`src/rtl/toggle_event_monitor_if.sv`:
```
`default_nettype none
// ============================================================================
//  Module   : toggle_event_monitor_if
//  Brief    : Control and status bundle for toggle_event_monitor.
//             master = controller side, slave = monitor side.
//  Revision : 1.0  initial release
// ============================================================================
interface toggle_event_monitor_if #(
    parameter int CNT_W = 8
);
    logic             enable;
    logic             toggle_in;
    logic [CNT_W-1:0] thresh;
    logic             irq_ack;
    logic             evt_pulse;
    logic [CNT_W-1:0] evt_cnt;
    logic             irq;
    logic             ovf;

    modport master (
        output enable, toggle_in, thresh, irq_ack,
        input  evt_pulse, evt_cnt, irq, ovf
    );

    modport slave (
        input  enable, toggle_in, thresh, irq_ack,
        output evt_pulse, evt_cnt, irq, ovf
    );
endinterface
`default_nettype wire

```
`src/rtl/toggle_event_monitor.sv`:
```
`default_nettype none
// ============================================================================
//  Module   : toggle_event_monitor
//  Brief    : Detects level changes on an upstream toggle, emits one event
//             pulse per change, counts events in a window (saturating) and
//             raises a sticky irq when the count reaches a threshold.
//             Optional macro TOGGLE_SYNC_EN inserts a 2-flop synchronizer
//             in front of the edge detector for cross-domain toggle sources.
//  Revision : 1.0  initial release
// ============================================================================
module toggle_event_monitor #(
    parameter int CNT_W = 8
) (
    input  wire logic              sys_clk,
    input  wire logic              sys_rst_n,
    toggle_event_monitor_if.slave  mon
);

    localparam logic [1:0] S_IDLE  = 2'd0;
    localparam logic [1:0] S_ARMED = 2'd1;
    localparam logic [1:0] S_FIRED = 2'd2;

    localparam logic [CNT_W-1:0] C_CNT_MAX = '1;
    localparam logic [CNT_W-1:0] C_CNT_ONE = {{(CNT_W-1){1'b0}}, 1'b1};

    logic [1:0]       r_state;
    logic [1:0]       w_state_nxt;
    logic             w_tog_src;
    logic             r_tog_q;
    logic             r_tog_p;
    logic             w_edge;
    logic             w_at_max;
    logic [CNT_W-1:0] w_cnt_sat;
    logic             w_thr_hit;
    logic             r_evt_pulse;
    logic [CNT_W-1:0] r_evt_cnt;
    logic             r_irq;
    logic             r_ovf;
    logic             w_pulse_nxt;
    logic [CNT_W-1:0] w_cnt_nxt;
    logic             w_irq_nxt;
    logic             w_ovf_nxt;

`ifdef TOGGLE_SYNC_EN
    logic r_sync1;
    logic r_sync2;

    // Two-flop synchronizer for a toggle coming from another clock domain
    always_ff @(posedge sys_clk or negedge sys_rst_n) begin
        if (!sys_rst_n) begin
            r_sync1 <= 1'b0;
            r_sync2 <= 1'b0;
        end else begin
            r_sync1 <= mon.toggle_in;
            r_sync2 <= r_sync1;
        end
    end

    assign w_tog_src = r_sync2;
`else
    assign w_tog_src = mon.toggle_in;
`endif

    // Toggle sample pipeline; keeps running in IDLE so stale changes are absorbed
    always_ff @(posedge sys_clk or negedge sys_rst_n) begin
        if (!sys_rst_n) begin
            r_tog_q <= 1'b0;
            r_tog_p <= 1'b0;
        end else begin
            r_tog_q <= w_tog_src;
            r_tog_p <= r_tog_q;
        end
    end

    assign w_edge    = r_tog_q ^ r_tog_p;
    assign w_at_max  = (r_evt_cnt == C_CNT_MAX);
    assign w_cnt_sat = (w_edge && !w_at_max) ? (r_evt_cnt + C_CNT_ONE) : r_evt_cnt;
    // Compare against the count including this cycle's event so irq rises with its pulse
    assign w_thr_hit = (mon.thresh != '0) && (w_cnt_sat >= mon.thresh);

    // State register
    always_ff @(posedge sys_clk or negedge sys_rst_n) begin
        if (!sys_rst_n) begin
            r_state <= S_IDLE;
        end else begin
            r_state <= w_state_nxt;
        end
    end

    // Next-state logic; disable overrides everything including acknowledge
    always_comb begin
        w_state_nxt = r_state;
        if (!mon.enable) begin
            w_state_nxt = S_IDLE;
        end else begin
            case (r_state)
                S_IDLE:  w_state_nxt = S_ARMED;
                S_ARMED: if (w_thr_hit) w_state_nxt = S_FIRED;
                S_FIRED: if (mon.irq_ack) w_state_nxt = S_ARMED;
                default: w_state_nxt = S_IDLE;
            endcase
        end
    end

    // Next values of the registered outputs for the current state
    always_comb begin
        w_pulse_nxt = 1'b0;
        w_cnt_nxt   = '0;
        w_irq_nxt   = 1'b0;
        w_ovf_nxt   = 1'b0;
        if (mon.enable) begin
            case (r_state)
                S_ARMED: begin
                    w_pulse_nxt = w_edge;
                    w_cnt_nxt   = w_cnt_sat;
                    w_ovf_nxt   = r_ovf | (w_edge & w_at_max);
                    w_irq_nxt   = w_thr_hit;
                end
                S_FIRED: begin
                    w_pulse_nxt = w_edge;
                    if (mon.irq_ack) begin
                        // An event coinciding with the ack opens the new window
                        w_cnt_nxt = w_edge ? C_CNT_ONE : '0;
                        w_irq_nxt = 1'b0;
                        w_ovf_nxt = 1'b0;
                    end else begin
                        w_cnt_nxt = w_cnt_sat;
                        w_irq_nxt = 1'b1;
                        w_ovf_nxt = r_ovf | (w_edge & w_at_max);
                    end
                end
                default: begin
                    w_pulse_nxt = 1'b0;
                    w_cnt_nxt   = '0;
                    w_irq_nxt   = 1'b0;
                    w_ovf_nxt   = 1'b0;
                end
            endcase
        end
    end

    // Output registers
    always_ff @(posedge sys_clk or negedge sys_rst_n) begin
        if (!sys_rst_n) begin
            r_evt_pulse <= 1'b0;
            r_evt_cnt   <= '0;
            r_irq       <= 1'b0;
            r_ovf       <= 1'b0;
        end else begin
            r_evt_pulse <= w_pulse_nxt;
            r_evt_cnt   <= w_cnt_nxt;
            r_irq       <= w_irq_nxt;
            r_ovf       <= w_ovf_nxt;
        end
    end

    assign mon.evt_pulse = r_evt_pulse;
    assign mon.evt_cnt   = r_evt_cnt;
    assign mon.irq       = r_irq;
    assign mon.ovf       = r_ovf;

endmodule
`default_nettype wire

```
`src/flat_wrapper.sv`:
```
// flat-port wrapper written by rule: the top's interface ports become plain ports
module toggle_event_monitor_flat 
#(
    parameter int CNT_W = 8
)
  (sys_clk, sys_rst_n, mon_enable, mon_toggle_in, mon_thresh, mon_irq_ack, mon_evt_pulse, mon_evt_cnt, mon_irq, mon_ovf);
  toggle_event_monitor_if #(.CNT_W(CNT_W)) mon_i ();
  input  wire logic sys_clk;
  input  wire logic sys_rst_n;
  input wire logic [$bits(mon_i.enable)-1:0] mon_enable;
  input wire logic [$bits(mon_i.toggle_in)-1:0] mon_toggle_in;
  input wire logic [$bits(mon_i.thresh)-1:0] mon_thresh;
  input wire logic [$bits(mon_i.irq_ack)-1:0] mon_irq_ack;
  output wire logic [$bits(mon_i.evt_pulse)-1:0] mon_evt_pulse;
  output wire logic [$bits(mon_i.evt_cnt)-1:0] mon_evt_cnt;
  output wire logic [$bits(mon_i.irq)-1:0] mon_irq;
  output wire logic [$bits(mon_i.ovf)-1:0] mon_ovf;
  assign mon_i.enable = mon_enable;
  assign mon_i.toggle_in = mon_toggle_in;
  assign mon_i.thresh = mon_thresh;
  assign mon_i.irq_ack = mon_irq_ack;
  assign mon_evt_pulse = mon_i.evt_pulse;
  assign mon_evt_cnt = mon_i.evt_cnt;
  assign mon_irq = mon_i.irq;
  assign mon_ovf = mon_i.ovf;
  toggle_event_monitor #(.CNT_W(CNT_W)) u_core (.sys_clk(sys_clk), .sys_rst_n(sys_rst_n), .mon(mon_i));
endmodule
```
`config.mk`:
```
export PLATFORM = sky130hd
export DESIGN_NAME = toggle_event_monitor_flat
export DESIGN_NICKNAME = d
export VERILOG_FILES = /design/src/rtl/toggle_event_monitor_if.sv /design/src/rtl/toggle_event_monitor.sv /design/src/flat_wrapper.sv
export SDC_FILE = /design/constraint.sdc
export NUM_CORES = 1
export LEC_CHECK = 0
export CAP_MARGIN = 40
export CORE_ASPECT_RATIO = 1.1
export CORE_MARGIN = 5
export CORE_UTILIZATION = 39
export DETAILED_ROUTE_END_ITERATION = 6
export PLACE_DENSITY = 0.72
export SYNTH_ARGS = -nofsm -noshare
export SYNTH_HDL_FRONTEND = slang
export SYNTH_SLANG_ARGS = --single-unit
export TNS_END_PERCENT = 5
```
`constraint.sdc`:
```
create_clock -name sys_clk -period 3.7 [get_ports sys_clk]
set_clock_uncertainty 0.1 [all_clocks]
set_input_delay 0.555 -clock sys_clk [delete_from_list [all_inputs] [get_ports sys_clk]]
set_output_delay 0.555 -clock sys_clk [all_outputs]
set_load 0.01 [all_outputs]
```
# ---- After elaboration in Yosys (flattened, before gate mapping)
# Cells that the tools add are included.
dict set report word_totals {
  regBits 15
  inputBits 13
  out_inout_bits 11
  word_cells 41
}
dict set report op_classes {
  n_reduce_logical 7
  magnitude_cmp 1
  bitwise 3
  n_addsub 1
  n_eq_ne 5
  mux 17
}
# op count
set ops {}
lappend ops {{8-bit two-way mux} 3}
lappend ops {{8-bit case mux with 2 select lines} 1}
lappend ops {{8-bit by 1-bit adder with 8-bit output (second input constant)} 1}
lappend ops {{8-bit equality test (second input constant)} 1}
lappend ops {{8-bit greater-or-equal comparator} 1}
lappend ops {{8-bit nonzero test} 1}
lappend ops {{1-bit two-way mux} 7}
lappend ops {{2-bit two-way mux} 3}
lappend ops {{2-bit case mux with 3 select lines} 1}
lappend ops {{1-bit case mux with 2 select lines} 2}
lappend ops {{3-bit by 2-bit inequality test with 1-bit output (second input constant)} 1}
lappend ops {{3-bit inequality test (second input constant)} 1}
lappend ops {{2-bit by 1-bit equality test with 1-bit output (second input constant)} 1}
lappend ops {{2-bit equality test (second input constant)} 1}
lappend ops {{1-bit logical AND} 2}
lappend ops {{2-bit zero test} 1}
lappend ops {{2-bit AND reduction} 1}
lappend ops {{2-bit OR reduction} 1}
lappend ops {{1-bit AND} 1}
lappend ops {{1-bit zero test} 1}
lappend ops {{1-bit OR} 1}
lappend ops {{1-bit bitwise XOR} 1}

# ---- Longest topological paths before layout
dict set report depth {
  word_depth 9
  mapped_depth 10
  ltp_nobuf 10
}

# ---- Least setup slack after synthesis
# Ideal clock, no wire load.
dict set report synth_timing {
  path_type {reg2reg}
  startpoint {reg u_core.r_evt_cnt[0] (netlist: u_core.mon.evt_cnt[0])}
  endpoint {reg u_core.r_state[0]}
  t_required_ns 3.477
  period_less_slack_ns 2.821
  path_slack_ns 0.879
  arrival_time_ns 2.599
  n_path_buf 0
  stages_incl_launch_ff 10
  path_cell_list {dfrtp_1 ha_1 and2_1 a31oi_2 mux2_2 ha_1 a2111oi_4 a2111oi_2 o311a_4 mux2i_1}
}
dict set report synth_between {
  elab_chain_len 8
  word_cells_on_any_way 9
}
# element line
set synth_lines {}
lappend synth_lines {{start, declared} toggle_event_monitor.sv:36} ;# logic [CNT_W-1:0] r_evt_cnt;
lappend synth_lines {{start signal, assigned} toggle_event_monitor.sv:151} ;# r_evt_cnt <= w_cnt_nxt;
lappend synth_lines {{parallel branches: the longest is 3 deep, another holds 8-bit by 1-bit adder with 8-bit output} --}
lappend synth_lines {{8-bit two-way mux *} toggle_event_monitor.sv:77} ;# assign w_cnt_sat = (w_edge && !w_at_max) ? (r_evt_cnt + C_CNT_ONE) : r_evt_cnt;
lappend synth_lines {{8-bit greater-or-equal comparator *} toggle_event_monitor.sv:79} ;# assign w_thr_hit = (mon.thresh != '0) && (w_cnt_sat >= mon.thresh);
lappend synth_lines {{1-bit logical AND *} toggle_event_monitor.sv:79}
lappend synth_lines {{3-bit by 2-bit inequality test with 1-bit output (no source line) *} --}
lappend synth_lines {{2-bit AND reduction (no source line) *} --}
lappend synth_lines {{end signal, assigned} toggle_event_monitor.sv:86} ;# r_state <= w_state_nxt;
lappend synth_lines {{end, declared} toggle_event_monitor.sv:26} ;# logic [1:0] r_state;
# Mark *: on every way between the ends.
# A chain may end at the register's enable or synchronous reset.

# ---- Final worst setup path
# Ends and elaborated chain as after synthesis.

==> impl_metrics.sql <==
INSERT INTO impl_metrics (metric_group, metric, value, unit) VALUES
('timing', 'unrepaired_setup_endpoints_after_global_routing', 'no', ''),
('cells_and_area', 'nets', '154', ''),
('logic_synthesis', 'synth_area_in_adders', '14.5', '%'),
('detailed_routing', 'routed_via_density', '5.07', ''),
('logic_synthesis', 'synth.lib_cells_used.distinct', '30', ''),
('placement', 'dp.cells', '155', ''),
('logic_synthesis', 'synth-xor-area-share', '5.79', '%'),
('setup_path', 'critical_path_class', 'reg -> reg', ''),
('logic_synthesis', 'synth_seq_cells', '15', ''),
('placement', 'globalplace.congestion', '0.766', ''),
('logic_synthesis', 'synth-async-reset-ratio', '100', '%'),
('cts', 'cts_root_buf', 'sky130_fd_sc_hd__clkbuf_4', ''),
('timing', 'report.final.hold_viol_count', '0', ''),
('cts', 'post_cts_resized', '0', ''),
('cts', 'postCtsSetupRepairBufs', '0', ''),
('logic_synthesis', 'synth.largest_area_cell', 'sky130_fd_sc_hd__dfrtp_1', ''),
('timing', 'slew-limit-headroom', '54.5', '%'),
('timing', 'timing.final.crit_share', '80.3', '%'),
('detailed_routing', 'totalWireLength', '2.16', 'mm'),
('cells_and_area', 'syn2layout_area_growth', '28.8', '%'),
('logic_synthesis', 'post_synth_main_area_contributors', 'sky130_fd_sc_hd__dfrtp_1, sky130_fd_sc_hd__ha_1, sky130_fd_sc_hd__nand2_1', ''),
('timing', 'fin_hold_ws', '344', 'ps'),
('timing', 'fin_crit', '2970', 'ps'),
('timing', 'timing.setup.tns', '0', 'ps'),
('detailed_routing', 'dr.first_iter.drc_count', '22', ''),
('logic_synthesis', 'synth_fp_nets', '126', ''),
('logic_synthesis', 'synth_top_family_by_area', 'simple AND/OR/NAND/NOR gates', ''),
('floorplan', 'fp.dieH', '64.1', 'um'),
('job', 'max_cap_violations', '0', ''),
('floorplan', 'pin_count', '24', ''),
('setup_path', 'worst_setup_path_start_kind', 'register', ''),
('detailed_routing', 'first_pass_iters', '4', ''),
('logic_synthesis', 'synthFlopType', 'sky130_fd_sc_hd__dfrtp_1', ''),
('detailed_routing', 'routed-via-count', '806', ''),
('logic_synthesis', 'netlist_top_cells_count', 'sky130_fd_sc_hd__dfrtp_1, sky130_fd_sc_hd__ha_1, sky130_fd_sc_hd__nand2_1', ''),
('cts', 'clock_path_buffers', '2', ''),
('detailed_routing', 'count_of_unresolved_drc_violations_after_routing', '0', ''),
('detailed_routing', 'final_antenna_net_count', '0', ''),
('timing', 'timing.fmax', '0.337', 'GHz'),
('logic_synthesis', 'synth_enable_flop_cells', '0', ''),
('floorplan', 'floorplan.rows', '19', ''),
('power', 'power.leakage', '0.646', 'nW'),
('cts', 'cts-htree-levels', '1', ''),
('global_route', 'grt_start_max_net_pins', '16', ''),
('cts', 'clkSlewWorstSetupHoldPaths', '100', 'ps'),
('setup_path', 'data_required_time_at_the_worst_endpoint', '3810', 'ps'),
('placement', 'hpwl', '1.82', 'mm'),
('global_route', 'grt-ovfl-total', '0', ''),
('floorplan', 'core_region_area', '2520', 'um^2'),
('setup_path', 'data_arrival_time_of_the_worst_path', '3080', 'ps'),
('power', 'power.total', '0.000456', 'W'),
('logic_synthesis', 'synth_area_per_cell', '10.3', 'um^2'),
('floorplan', 'die_area', '3790', 'um^2'),
('logic_synthesis', 'synthMostInstantiatedCell', 'sky130_fd_sc_hd__dfrtp_1', ''),
('power', 'worst_ir_drop_vdd', '354', 'uV'),
('status', 'outcome', 'finished, final reports clean', ''),
('logic_synthesis', 'mappedNetlistArea', '1040', 'um^2'),
('global_route', 'number_of_antenna_violations_at_the_first_check_in_global_routing', '0', ''),
('logic_synthesis', 'synth.top_cell.area_share', '36.2', '%'),
('global_route', 'gr-usage-all-layers', '12.8', '%'),
('cts', 'tritoncts.num_buffers', '3', ''),
('cells_and_area', 'fin_cells', '159', ''),
('setup_path', 'critPathCaptureType', 'register', ''),
('hold_path', 'holdPathStages', '0', ''),
('hold_path', 'worst_hold_path_type', 'reg -> reg', ''),
('power', 'power.density_cell_area', '341', 'nW/um^2'),
('timing', 'max_slew.worst_pin.slew', '680', 'ps'),
('placement', 'placement.io_buffers', '23', ''),
('cells_and_area', 'layout-drive-gt1-share', '9.38', '%'),
('timing', 'finalMaxSlewViolations', '0', ''),
('cells_and_area', 'antenna-diode-count', '0', '');
critical path, stage by stage (launching register included):
cell                        delay, ps
sky130_fd_sc_hd__dfrtp_1          460
sky130_fd_sc_hd__ha_1             240
sky130_fd_sc_hd__and2_1           200
sky130_fd_sc_hd__a31oi_2          240
sky130_fd_sc_hd__xnor2_1          220
sky130_fd_sc_hd__ha_1             290
sky130_fd_sc_hd__nand2b_4         150
sky130_fd_sc_hd__a2111oi_4        360
sky130_fd_sc_hd__a2111oi_2         80
sky130_fd_sc_hd__o311a_4          380
sky130_fd_sc_hd__mux2i_1          180
flip-flops by register name, indices dropped and copies added (netlist names):
signal,flops
u_core.r_tog_p,1
u_core.r_tog_q,1
u_core.r_state,2
u_core.mon.ovf,1
u_core.mon.irq,1
u_core.mon.evt_cnt,8
u_core.mon.evt_pulse,1
worst paths after layout:
kind / from / to / slack (ps)
setup / recovery: u_core.mon.evt_cnt[0] / u_core.r_state[0] / 730
setup reg to reg: u_core.mon.evt_cnt[0] / u_core.r_state[0] / 730
hold reg to reg: u_core.r_tog_q / u_core.r_tog_p / 340
min in group asynchronous: sys_rst_n / u_core.mon.evt_cnt[0] / 570
max in group asynchronous: sys_rst_n / u_core.mon.evt_cnt[1] / 2500
hold / removal: u_core.r_tog_q / u_core.r_tog_p / 340
cells by family after synthesis:
kind of cell,Yosys count
AO/OA/AOI/OAI,12
buffers and inverters,11
adder cells (fa/ha/maj),12
multiplexers,5
flip-flops,15
XOR/XNOR,6
AND/OR/NAND/NOR,40
cell usage in the layout, fill, tap and decap left out, drive strengths merged:
cell | Yosys | routed
dfrtp | 15 | 15
nand2b | 4 | 4
nand2 | 12 | 12
xor2 | 2 | 2
o21ai | 4 | 4
nor2b | 5 | 5
inv | 11 | 11
clkbuf | 0 | 3
ha | 12 | 12
mux2 | 3 | 3
and3 | 2 | 2
o311a | 1 | 1
nand3b | 1 | 1
and4b | 2 | 2
clkdlybuf4s50 | 0 | 23
clkinvlp | 0 | 1
nor3b | 1 | 1
nand4b | 1 | 1
nor2 | 4 | 4
mux2i | 2 | 2
nor4 | 2 | 2
and2 | 2 | 2
a31oi | 1 | 1
a2111oi | 2 | 2
nand3 | 3 | 3
xnor2 | 4 | 4
a21oi | 4 | 4
nor3 | 1 | 1
layout make-up:
cell class / count / area [um^2]
Sequential cell: 15 / 375
Multi-Input combinational cell: 75 / 621
Fill cell: 253 / 1180
Timing Repair Buffer: 23 / 230
Tap cell: 31 / 38.8
Inverter: 11 / 41.3
Clock inverter: 1 / 7.51
Clock buffer: 3 / 22.5
through the flow:
stage | instance area (um^2) | util, %
after floorplan | 1040 | -
final | 1340 | 53.0
after CTS | 1340 | 53.0
after detailed placement | 1310 | 51.8
after global placement | 1310 | 51.8
after global routing | 1340 | 53.0
per-layer routing:
| layer | GRT usage (%) | wire (um) |
|---|---|---|
| met1 | 12.8 | 863 |
| met4 | 1.70 | 6 |
| met2 | 25.4 | 1180 |
| met3 | 4.02 | 110 |
| met5 | 0 | 0 |
where the power goes:
part / total [W] / switching [W] / leakage (nW) / internal [W]
Sequential: 0.000193 / 0.0000146 / 0.203 / 0.000179
Combinational: 0.000165 / 0.0000778 / 0.429 / 0.0000868
Clock: 0.0000978 / 0.0000567 / 0.0139 / 0.0000411
Note: power is estimated with default switching activity, not from simulation.
